## src/rtl/boracore_mc_if.sv

```systemverilog
// boracore_mc_if: instruction and data memory req/ack bus of the boracore_mc core
// Signals: imem_req/imem_addr/imem_ack/imem_rdata (instruction fetch),
//          dmem_req/dmem_we/dmem_addr/dmem_wdata/dmem_ack/dmem_rdata (data access).
// Modports: master = core side, slave = memory side.
interface boracore_mc_if #(
    parameter int IMEM_AW = 8,
    parameter int DMEM_AW = 8,
    parameter int DATA_W  = 8,
    parameter int INSTR_W = 14
);
    logic               imem_req;
    logic [IMEM_AW-1:0] imem_addr;
    logic               imem_ack;
    logic [INSTR_W-1:0] imem_rdata;
    logic               dmem_req;
    logic               dmem_we;
    logic [DMEM_AW-1:0] dmem_addr;
    logic [DATA_W-1:0]  dmem_wdata;
    logic               dmem_ack;
    logic [DATA_W-1:0]  dmem_rdata;

    modport master (
        output imem_req, imem_addr, dmem_req, dmem_we, dmem_addr, dmem_wdata,
        input  imem_ack, imem_rdata, dmem_ack, dmem_rdata
    );

    modport slave (
        input  imem_req, imem_addr, dmem_req, dmem_we, dmem_addr, dmem_wdata,
        output imem_ack, imem_rdata, dmem_ack, dmem_rdata
    );
endinterface

```

## src/rtl/boracore_mc.sv

```systemverilog
// boracore_mc: parametrised multi-cycle boracore CPU with req/ack instruction and data memories
// Ports: clk, rst (asynchronous, active high); bus (boracore_mc_if.master, imem/dmem handshakes);
//        pc, halted, illegal (status); dbg_sel -> dbg_val (combinational register read).
// Optional feature: define BORACORE_CARRY_EN for the carry flag and the JC opcode.
module boracore_mc #(
    parameter int DATA_W  = 8,
    parameter int REG_CNT = 4,
    parameter int IMEM_AW = 8,
    parameter int DMEM_AW = 8,
    localparam int RA_W    = $clog2(REG_CNT),
    localparam int INSTR_W = 4 + RA_W + DATA_W
) (
    input  logic               clk,
    input  logic               rst,
    boracore_mc_if.master      bus,
    output logic [IMEM_AW-1:0] pc,
    output logic               halted,
    output logic               illegal,
    input  logic [RA_W-1:0]    dbg_sel,
    output logic [DATA_W-1:0]  dbg_val
);
    typedef enum logic [1:0] {FETCH, EXEC, HALT} state_t;

    localparam logic [3:0] OP_LD = 4'd0, OP_ADD = 4'd1, OP_SUB = 4'd2, OP_JZ = 4'd3,
                           OP_JNZ = 4'd4, OP_J = 4'd5, OP_ST = 4'd6, OP_LI = 4'd7,
                           OP_JC = 4'd8, OP_HALT = 4'd9;

    state_t             state_q, state_d;
    logic [IMEM_AW-1:0] pc_q, pc_d, pc_inc, target;
    logic [INSTR_W-1:0] ir_q, ir_d;
    logic [DATA_W-1:0]  r_q [REG_CNT];
    logic               z_q, z_d, c_q, c_d, ill_q, ill_d;
    logic               we, mem_op, done;
    logic [DATA_W-1:0]  wd, a, b, imm;
    logic [DATA_W:0]    sum, dif;
    logic [3:0]         op;
    logic [RA_W-1:0]    rd;

    function automatic logic [DATA_W-1:0] rd_reg(input logic [RA_W-1:0] i);
        return ({1'b0, i} < (RA_W+1)'(REG_CNT)) ? r_q[i] : '0;
    endfunction

    assign op     = ir_q[INSTR_W-1 -: 4];
    assign rd     = ir_q[DATA_W +: RA_W];
    assign imm    = ir_q[DATA_W-1:0];
    assign a      = rd_reg(rd);
    assign b      = rd_reg(imm[RA_W-1:0]);
    assign sum    = {1'b0, a} + {1'b0, b};
    assign dif    = {1'b0, a} - {1'b0, b};
    assign pc_inc = pc_q + 1'b1;
    assign target = imm[IMEM_AW-1:0];
    assign mem_op = (op == OP_LD) || (op == OP_ST);
    // Memory ops complete only on ack; everything else finishes in its first EXEC cycle.
    assign done   = !mem_op || bus.dmem_ack;

    // Requests are gated by rst so a pending access is dropped the moment reset asserts.
    assign bus.imem_req   = !rst && (state_q == FETCH);
    assign bus.imem_addr  = pc_q;
    assign bus.dmem_req   = !rst && (state_q == EXEC) && mem_op;
    assign bus.dmem_we    = bus.dmem_req && (op == OP_ST);
    assign bus.dmem_addr  = imm[DMEM_AW-1:0];
    assign bus.dmem_wdata = a;

    assign pc      = pc_q;
    assign halted  = (state_q == HALT);
    assign illegal = ill_q;
    assign dbg_val = rd_reg(dbg_sel);

`ifdef BORACORE_CARRY_EN
    localparam bit JC_EN = 1'b1;
    always_ff @(posedge clk or posedge rst) begin
        if (rst) c_q <= 1'b0;
        else c_q <= c_d;
    end
`else
    localparam bit JC_EN = 1'b0;
    logic unused_c;
    assign c_q      = 1'b0;
    assign unused_c = c_d;
`endif

    always_comb begin
        state_d = state_q;
        pc_d    = pc_q;
        ir_d    = ir_q;
        z_d     = z_q;
        c_d     = c_q;
        ill_d   = ill_q;
        we      = 1'b0;
        wd      = '0;
        if (state_q == FETCH && bus.imem_ack) begin
            ir_d    = bus.imem_rdata;
            state_d = EXEC;
        end
        if (state_q == EXEC && done) begin
            state_d = FETCH;
            pc_d    = pc_inc;
            case (op)
                OP_LD:   begin we = 1'b1; wd = bus.dmem_rdata; end
                OP_ADD:  begin we = 1'b1; wd = sum[DATA_W-1:0]; c_d = sum[DATA_W]; end
                OP_SUB:  begin we = 1'b1; wd = dif[DATA_W-1:0]; c_d = dif[DATA_W]; end
                OP_LI:   begin we = 1'b1; wd = imm; end
                OP_JZ:   pc_d = z_q ? target : pc_inc;
                OP_JNZ:  pc_d = z_q ? pc_inc : target;
                OP_J:    pc_d = target;
                OP_ST:   ;
                OP_JC:   begin
                    pc_d    = JC_EN ? (c_q ? target : pc_inc) : pc_q;
                    ill_d   = !JC_EN;
                    state_d = JC_EN ? FETCH : HALT;
                end
                OP_HALT: begin pc_d = pc_q; state_d = HALT; end
                default: begin pc_d = pc_q; ill_d = 1'b1; state_d = HALT; end
            endcase
            z_d = we ? (wd == '0) : z_q;
        end
    end

    always_ff @(posedge clk or posedge rst) begin
        if (rst) begin
            state_q <= FETCH;
            pc_q    <= '0;
            ir_q    <= '0;
            z_q     <= 1'b0;
            ill_q   <= 1'b0;
            for (int i = 0; i < REG_CNT; i++) r_q[i] <= '0;
        end else begin
            state_q <= state_d;
            pc_q    <= pc_d;
            ir_q    <= ir_d;
            z_q     <= z_d;
            ill_q   <= ill_d;
            if (we && ({1'b0, rd} < (RA_W+1)'(REG_CNT))) r_q[rd] <= wd;
        end
    end
endmodule

```

## src/flat_wrapper.sv

```systemverilog
// flat-port wrapper written by rule: the top's interface ports become plain ports
module boracore_mc_flat 
#(
    parameter int DATA_W  = 8,
    parameter int REG_CNT = 4,
    parameter int IMEM_AW = 8,
    parameter int DMEM_AW = 8,
    localparam int RA_W    = $clog2(REG_CNT),
    localparam int INSTR_W = 4 + RA_W + DATA_W
)
  (clk, rst, pc, halted, illegal, dbg_sel, dbg_val, bus_imem_req, bus_imem_addr, bus_dmem_req, bus_dmem_we, bus_dmem_addr, bus_dmem_wdata, bus_imem_ack, bus_imem_rdata, bus_dmem_ack, bus_dmem_rdata);
  boracore_mc_if #(.IMEM_AW(IMEM_AW), .DMEM_AW(DMEM_AW), .DATA_W(DATA_W), .INSTR_W(14)) bus_i ();
  input  logic clk;
  input  logic rst;
  output logic [IMEM_AW-1:0] pc;
  output logic halted;
  output logic illegal;
  input  logic [RA_W-1:0] dbg_sel;
  output logic [DATA_W-1:0] dbg_val;
  output wire logic [$bits(bus_i.imem_req)-1:0] bus_imem_req;
  output wire logic [$bits(bus_i.imem_addr)-1:0] bus_imem_addr;
  output wire logic [$bits(bus_i.dmem_req)-1:0] bus_dmem_req;
  output wire logic [$bits(bus_i.dmem_we)-1:0] bus_dmem_we;
  output wire logic [$bits(bus_i.dmem_addr)-1:0] bus_dmem_addr;
  output wire logic [$bits(bus_i.dmem_wdata)-1:0] bus_dmem_wdata;
  input wire logic [$bits(bus_i.imem_ack)-1:0] bus_imem_ack;
  input wire logic [$bits(bus_i.imem_rdata)-1:0] bus_imem_rdata;
  input wire logic [$bits(bus_i.dmem_ack)-1:0] bus_dmem_ack;
  input wire logic [$bits(bus_i.dmem_rdata)-1:0] bus_dmem_rdata;
  assign bus_imem_req = bus_i.imem_req;
  assign bus_imem_addr = bus_i.imem_addr;
  assign bus_dmem_req = bus_i.dmem_req;
  assign bus_dmem_we = bus_i.dmem_we;
  assign bus_dmem_addr = bus_i.dmem_addr;
  assign bus_dmem_wdata = bus_i.dmem_wdata;
  assign bus_i.imem_ack = bus_imem_ack;
  assign bus_i.imem_rdata = bus_imem_rdata;
  assign bus_i.dmem_ack = bus_dmem_ack;
  assign bus_i.dmem_rdata = bus_dmem_rdata;
  boracore_mc #(.DATA_W(DATA_W), .REG_CNT(REG_CNT), .IMEM_AW(IMEM_AW), .DMEM_AW(DMEM_AW)) u_core (.clk(clk), .rst(rst), .bus(bus_i), .pc(pc), .halted(halted), .illegal(illegal), .dbg_sel(dbg_sel), .dbg_val(dbg_val));
endmodule
```

## config.mk

```make
export PLATFORM = sky130hd
export DESIGN_NAME = boracore_mc_flat
export DESIGN_NICKNAME = d
export VERILOG_FILES = /design/src/rtl/boracore_mc_if.sv /design/src/rtl/boracore_mc.sv /design/src/flat_wrapper.sv
export SDC_FILE = /design/constraint.sdc
export NUM_CORES = 1
export LEC_CHECK = 0
export CAP_MARGIN = 20
export CORE_UTILIZATION = 55
export CTS_CLUSTER_DIAMETER = 120
export DETAILED_ROUTE_END_ITERATION = 10
export DONT_BUFFER_PORTS = 1
export PLACE_DENSITY = 0.7
export SLEW_MARGIN = 15
export SYNTH_ARGS = -nofsm -noshare
export SYNTH_HDL_FRONTEND = slang
export SYNTH_SLANG_ARGS = --single-unit
```

## constraint.sdc

```tcl
create_clock -name clk -period 5.88 [get_ports clk]
set_input_delay 1.176 -clock clk [delete_from_list [all_inputs] [get_ports clk]]
set_output_delay 1.176 -clock clk [all_outputs]
set_load 0.05 [all_outputs]
```

Word-level counts from Yosys, hierarchy flattened
Cells that the tools add are included.
Widths: inputs -> output; s select.
{ "word_totals": {"ff_bits": 58, "in_bits": 28, "out_inout_bits": 45, "wordCells": 77} }
{ "op_classes": {"addsub": 3, "order_cmp": 4, "eq_ne": 10, "mux": 24, "bitwise_logic": 4, "n_reduce_logical": 23} }
{ "op_table": {"columns": ["op", "n"], "rows": [
  ["$mux 8", 11],
  ["$pmux 8 s4", 2],
  ["$bmux 8 s2", 3],
  ["$bwmux 32", 1],
  ["$demux 8 s2", 1],
  ["$eq 4x3->1 const B", 4],
  ["$ge 3x3->1 const B", 3],
  ["$not 2->3", 3],
  ["$reduce_or 9->1", 1],
  ["$add 8x1->8 const B", 1],
  ["$add 8x8->8", 1],
  ["$eq 4x2->1 const B", 2],
  ["$logic_not 8->1", 1],
  ["$reduce_or 8->1", 1],
  ["$sub 8x8->8", 1],
  ["$logic_and 1x1->1", 7],
  ["$mux 2", 3],
  ["$reduce_and 2->1", 3],
  ["$reduce_or 5->1", 1],
  ["$eq 4x1->1 const B", 1],
  ["$eq 4x4->1 const B", 1],
  ["$logic_not 4->1", 1],
  ["$reduce_bool 4->1", 1],
  ["$reduce_or 4->1", 1],
  ["other kinds (9)", 13]
]} }

Depth between registers and ports, before layout
{ "depth": {"depth_word": 9, "mapped_depth": 15, "mapped_depth_nobuf": 14} }

Worst setup path after synthesis
Ideal clock, no wire load.
{ "synth_timing": {"path_kind": "input-to-output", "from": "in rst", "to": "out bus_dmem_we", "t_arrival_ns": 3.064, "t_required_ns": 4.704, "setup_slack_ns": 1.640, "cell_stages": 2, "path_buffers": 0, "path_cell_list": "inv_1 and4b_1"} }
{ "synth_via": {"elab_chain_len": 4} }
{ "synth_lines": {"columns": ["element", "line", "text"], "rows": [
  ["start: declaration", "flat_wrapper.sv:14", "input logic rst;"],
  ["$logic_not 1->1", "boracore_mc.sv:59", "assign bus.dmem_req = !rst && (state_q == EXEC) && mem_op;"],
  ["$logic_and 1x1->1 (2 in a row)", "boracore_mc.sv:59", null],
  ["$logic_and 1x1->1", "boracore_mc.sv:60", "assign bus.dmem_we = bus.dmem_req && (op == OP_ST);"],
  ["end: declaration", "flat_wrapper.sv:23", "output wire logic [$bits(bus_i.dmem_we)-1:0] bus_dmem_we;"]
]} }
Every way passes these cells.

Worst setup path in the final report
{ "layout_timing": {"from": "reg u_core.ir_q[0]", "to": "reg u_core.z_q"} }
{ "layout_via": {"elab_chain_len": 8, "word_cells_on_any_way": 9, "cone_classes": "2 x add/sub; 5 x mux; 1 x bitwise; 1 x reduce/logical"} }
{ "layout_lines": {"columns": ["element", "line", "text"], "rows": [
  ["start: declaration", "boracore_mc.sv:30", "logic [INSTR_W-1:0] ir_q, ir_d;"],
  ["start signal: assignment", "boracore_mc.sv:130", "ir_q <= ir_d;"],
  ["$not 2->3 (not written as such)", "boracore_mc.sv:40", "return ({1'b0, i} < (RA_W+1)'(REG_CNT)) ? r_q[i] : '0;"],
  ["$bmux 8 s2", "boracore_mc.sv:40", null],
  ["$mux 8 (not written as such) (2 in a row)", "boracore_mc.sv:40", null],
  ["$sub 8x8->8 or $add 8x8->8 (tied branches)", "boracore_mc.sv:49, boracore_mc.sv:48", null],
  ["$pmux 8 s4 *", "boracore_mc.sv:98", "case (op)"],
  ["$mux 8 *", "boracore_mc.sv:95", "if (state_q == EXEC && done) begin"],
  ["$logic_not 8->1 *", "boracore_mc.sv:115", "z_d = we ? (wd == '0) : z_q;"],
  ["end signal: assignment", "boracore_mc.sv:131", "z_q <= z_d;"],
  ["end: declaration", "boracore_mc.sv:32", "logic z_q, z_d, c_q, c_d, ill_q, ill_d;"]
]} }
Mark *: on every way between the ends. The rest lies on a longest branch, timed or not. The select of a mux whose other input is x is not followed.
A chain may end at the register's enable or synchronous reset.

==> impl_results.md <==
- Quantity of gates resized following cts: 0
- Worst Hold Slack: 0.5357 ns
- Ys flop type: dfrtp_1
- Hold Path End: u_core.r_q[25]
- Yosys top cell area share: 0.3758
- Final WL: 9034 um
- Clock Pin Slew Worst Setup and Hold Paths: 0.06 ns
- Worst Path Max Fanout: 12
- Hold Startpoint: u_core.r_q[25]
- Fillers: 591
- # hold bufs at CTS: 0
- Actual slew at the worst max-slew pin: 1.076 ns
- # rows: 30
- Post-Synth Simple-Gate Area: 0.1361
- Fin util: 0.5902
- Number of synthesized register bits: 58
- Initial antenna violation count: 0
- Worst-case clock skew: 0.005335 ns
- Hpwl dp: 6510 um
- Total track usage: 0.2663
- Syn Nets: 409
- Antenna Cells: 0
- Post-synth EDFFs: 0
- FF-to-FF End: u_core.z_q
- Leading area contributor after synthesis: dfrtp_1
- # IOs: 73
- CTS tree: built
- Fin crit period: 4.186 ns
- Layout area overhead: 3.823%
- DRT iter0 DRCs: 176
- Max-slew headroom: 0.2828
- Final setup fails: 0
- Vias in the first global route: 2,849
- Wirelength per Cell: 20.08 um
- DRC Markers: 0
- Status: finished clean
- Synth cell types: 54
- Clk_lat worst skew: 0.35 ns
- Post-Synth XOR/XNOR Area: 0.02494
- Post-Syn Instances: 371
- Fin. Hold Viols: 0
- Clock Path Buffers: 2
- PortBufs: 0
- CP Class: flip-flop to flip-flop
- Initial Util: 0.5685
- CTS Root Cell: clkbuf_8
- GP Congestion: 0.8864
- Die width: 85.80 um
- Maxcap violations: 0
- Adder-cell share of the synthesized area: 0.03434
- Mux contribution to synthesized area: 0.2232
- Post-Syn Area: 3862 um2
- Area contributors post-synth: dfrtp_1 (38%), mux4_2 (9.3%), mux2_2 (7.3%)
- CTS buffer count: 9
- Avg Inst Size Synth: 10.41 um2
- Layout cell share with drive strength beyond 1: 0.2090
- Largest net degree at the start of global routing: 60
- Worst R2R Path Depth: 14
- Crit path capture type: flip-flop
- Die height: 85.80 um
- Largest family of logic cells by synthesized area: multiplexers
- Final Cycle Share: 0.7119
- FF-to-FF setup slack: 1.69 ns
- Fin. max-slew vios: 0
- Ys async rst share: 1.000
- Vias per std cell: 6.420
- Pre-antenna DRT Iters: 4
- Yosys Warn Count: 0
- Sequential share of the synthesized area: 0.3758
- Reg2Reg Launch Point: u_core.ir_q[0]
- Post-synthesis compound-gate area fraction: 0.1322
- Core footprint: 6794 um2
- Setup TNS: 0 ns
- Die area: 7362 um2
- CP arrival: 4.42 ns
- H-tree depth: 3
- Clk sink count: 58
- Worst Path Required: 6.12 ns
- Routed vias: 2,889
- First-pass GRT wire length: 14,640 um
- Max Clock Freq: 238.9 MHz
- Type of origin of the critical path: flip-flop
- DRT antenna net count: 0
- Hold path cells: 2
- Unrepaired setup endpoints after global routing: no
- Worst min-delay path class: flip-flop to flip-flop
- # Post-CTS Setup Buffers: 0
- GRT overflow: 0
- Final #Nets: 387
-- flip-flops by register name, summed over array words and instances (netlist names) --
register	cells
u_core.r_q	32
u_core.z_q	1
u_core.ir_q	14
u_core.state_q	2
u_core.bus.imem_addr	8
u_core.illegal	1
-- worst max path at each step --
stage / slack, ns / cells after the start / to / from
CTS: 1.72 / 14 / u_core.z_q / u_core.ir_q[0]
floorplan: 1.64 / 2 / bus_dmem_we / rst
global route: 1.46 / 13 / u_core.z_q / u_core.ir_q[0]
global placement: 1.86 / 13 / u_core.r_q[15] / u_core.ir_q[0]
finish: 1.69 / 14 / u_core.z_q / u_core.ir_q[0]
detailed placement: 1.73 / 14 / u_core.z_q / u_core.ir_q[0]
-- cell type report --
class	count	area [um2]	share of cell area
Clock buffer	15	186.4	0.04649
Clock inverter	1	30.03	0.007488
Inverter	14	52.55	0.01310
Multi-Input combinational cell	261	2132	0.5317
Sequential cell	58	1451	0.3619
Tap cell	96	120.1	0.02995
Timing Repair Buffer	5	37.54	0.009360
-- worst max-delay path: stages (launching register included) --
cell      delay, ns
dfrtp_1        1.01
mux4_1         0.73
inv_1          0.09
ha_1           0.17
nor3b_1        0.19
nor2_1         0.07
xnor2_1        0.13
ha_1           0.36
a21oi_1        0.24
o21bai_1       0.10
a41oi_1        0.22
xnor2_1        0.15
a21oi_1        0.15
and4_1         0.27
a31o_1         0.21
-- cell usage after synthesis, drive strengths merged, types with 2 or more instances --
cell / n
a22oi: 8
mux4: 24
and2: 2
xnor2: 8
dfrtp: 58
mux2: 25
ha: 9
o22ai: 4
a21oi: 25
nand2b: 2
a31o: 2
or2: 3
or3: 2
inv: 14
o21ai: 26
clkbuf: 8
a31oi: 6
nor2b: 3
nand2: 37
nand4: 2
and3: 6
nand3: 10
nor2: 23
buf: 30
nor3: 11
xor2: 3
nor3b: 3
-- layout by cell type (no fill, tap or decap), types with 2 or more instances in the layout --
cell type | synthesis | final
or3_1 | 2 | 2
or2_2 | 3 | 3
o21ai_0 | 22 | 22
o22ai_1 | 4 | 4
xor2_1 | 3 | 3
xnor2_1 | 8 | 8
inv_1 | 14 | 13
nor2b_1 | 3 | 3
nor3b_2 | 1 | 2
dfrtp_1 | 58 | 58
mux2_2 | 25 | 25
nor3_2 | 3 | 3
a31oi_1 | 6 | 6
mux4_1 | 8 | 8
mux4_2 | 16 | 16
clkbuf_1 | 8 | 2
nor2_1 | 23 | 23
clkbuf_8 | 0 | 13
nor3_1 | 8 | 8
a22oi_1 | 8 | 8
o21ai_1 | 3 | 3
nand2b_1 | 2 | 2
buf_4 | 17 | 5
ha_1 | 9 | 9
and2_1 | 2 | 2
nand2_1 | 37 | 37
nand4_1 | 2 | 2
and3_1 | 5 | 5
nand3_1 | 10 | 10
a21oi_1 | 25 | 25
-- cell families (layout without fill, tap and decap cells) --
| family | after synthesis | count (layout) |
|---|---|---|
| AOI/OAI and AO/OA | 83 | 83 |
| xor gates and xnor gates | 11 | 11 |
| muxes | 50 | 50 |
| adders and majority gates | 10 | 10 |
| and+or+nand+nor | 107 | 107 |
| DFF | 58 | 58 |
| buffers and inverters | 52 | 35 |
-- per-stage QoR --
stage	setup slack, ns	cell area (um2)	instances
3_5_place_dp	1.734	3794	434
2_1_floorplan	1.640	3862	371
3_3_place_gp	1.864	3794	434
5_1_grt	1.458	4010	450
6_report	1.694	4010	450
4_1_cts	1.720	4010	450
-- layer usage --
layer | global-route usage | part of all wire | vias to the layer above | wire (um)
met5 | 0 | 0 | - | 0
met4 | 0.1470 | 0.031 | 0 | 280
met3 | 0.05197 | 0.057 | 25 | 515
met2 | 0.4327 | 0.50 | 111 | 4512
met1 | 0.3376 | 0.41 | 1442 | 3726
li1 | - | - | 1311 | -
Power is left out: the tool's default activity adds up to more than one toggle a clock period on the data nets, which glitch-free logic cannot reach.
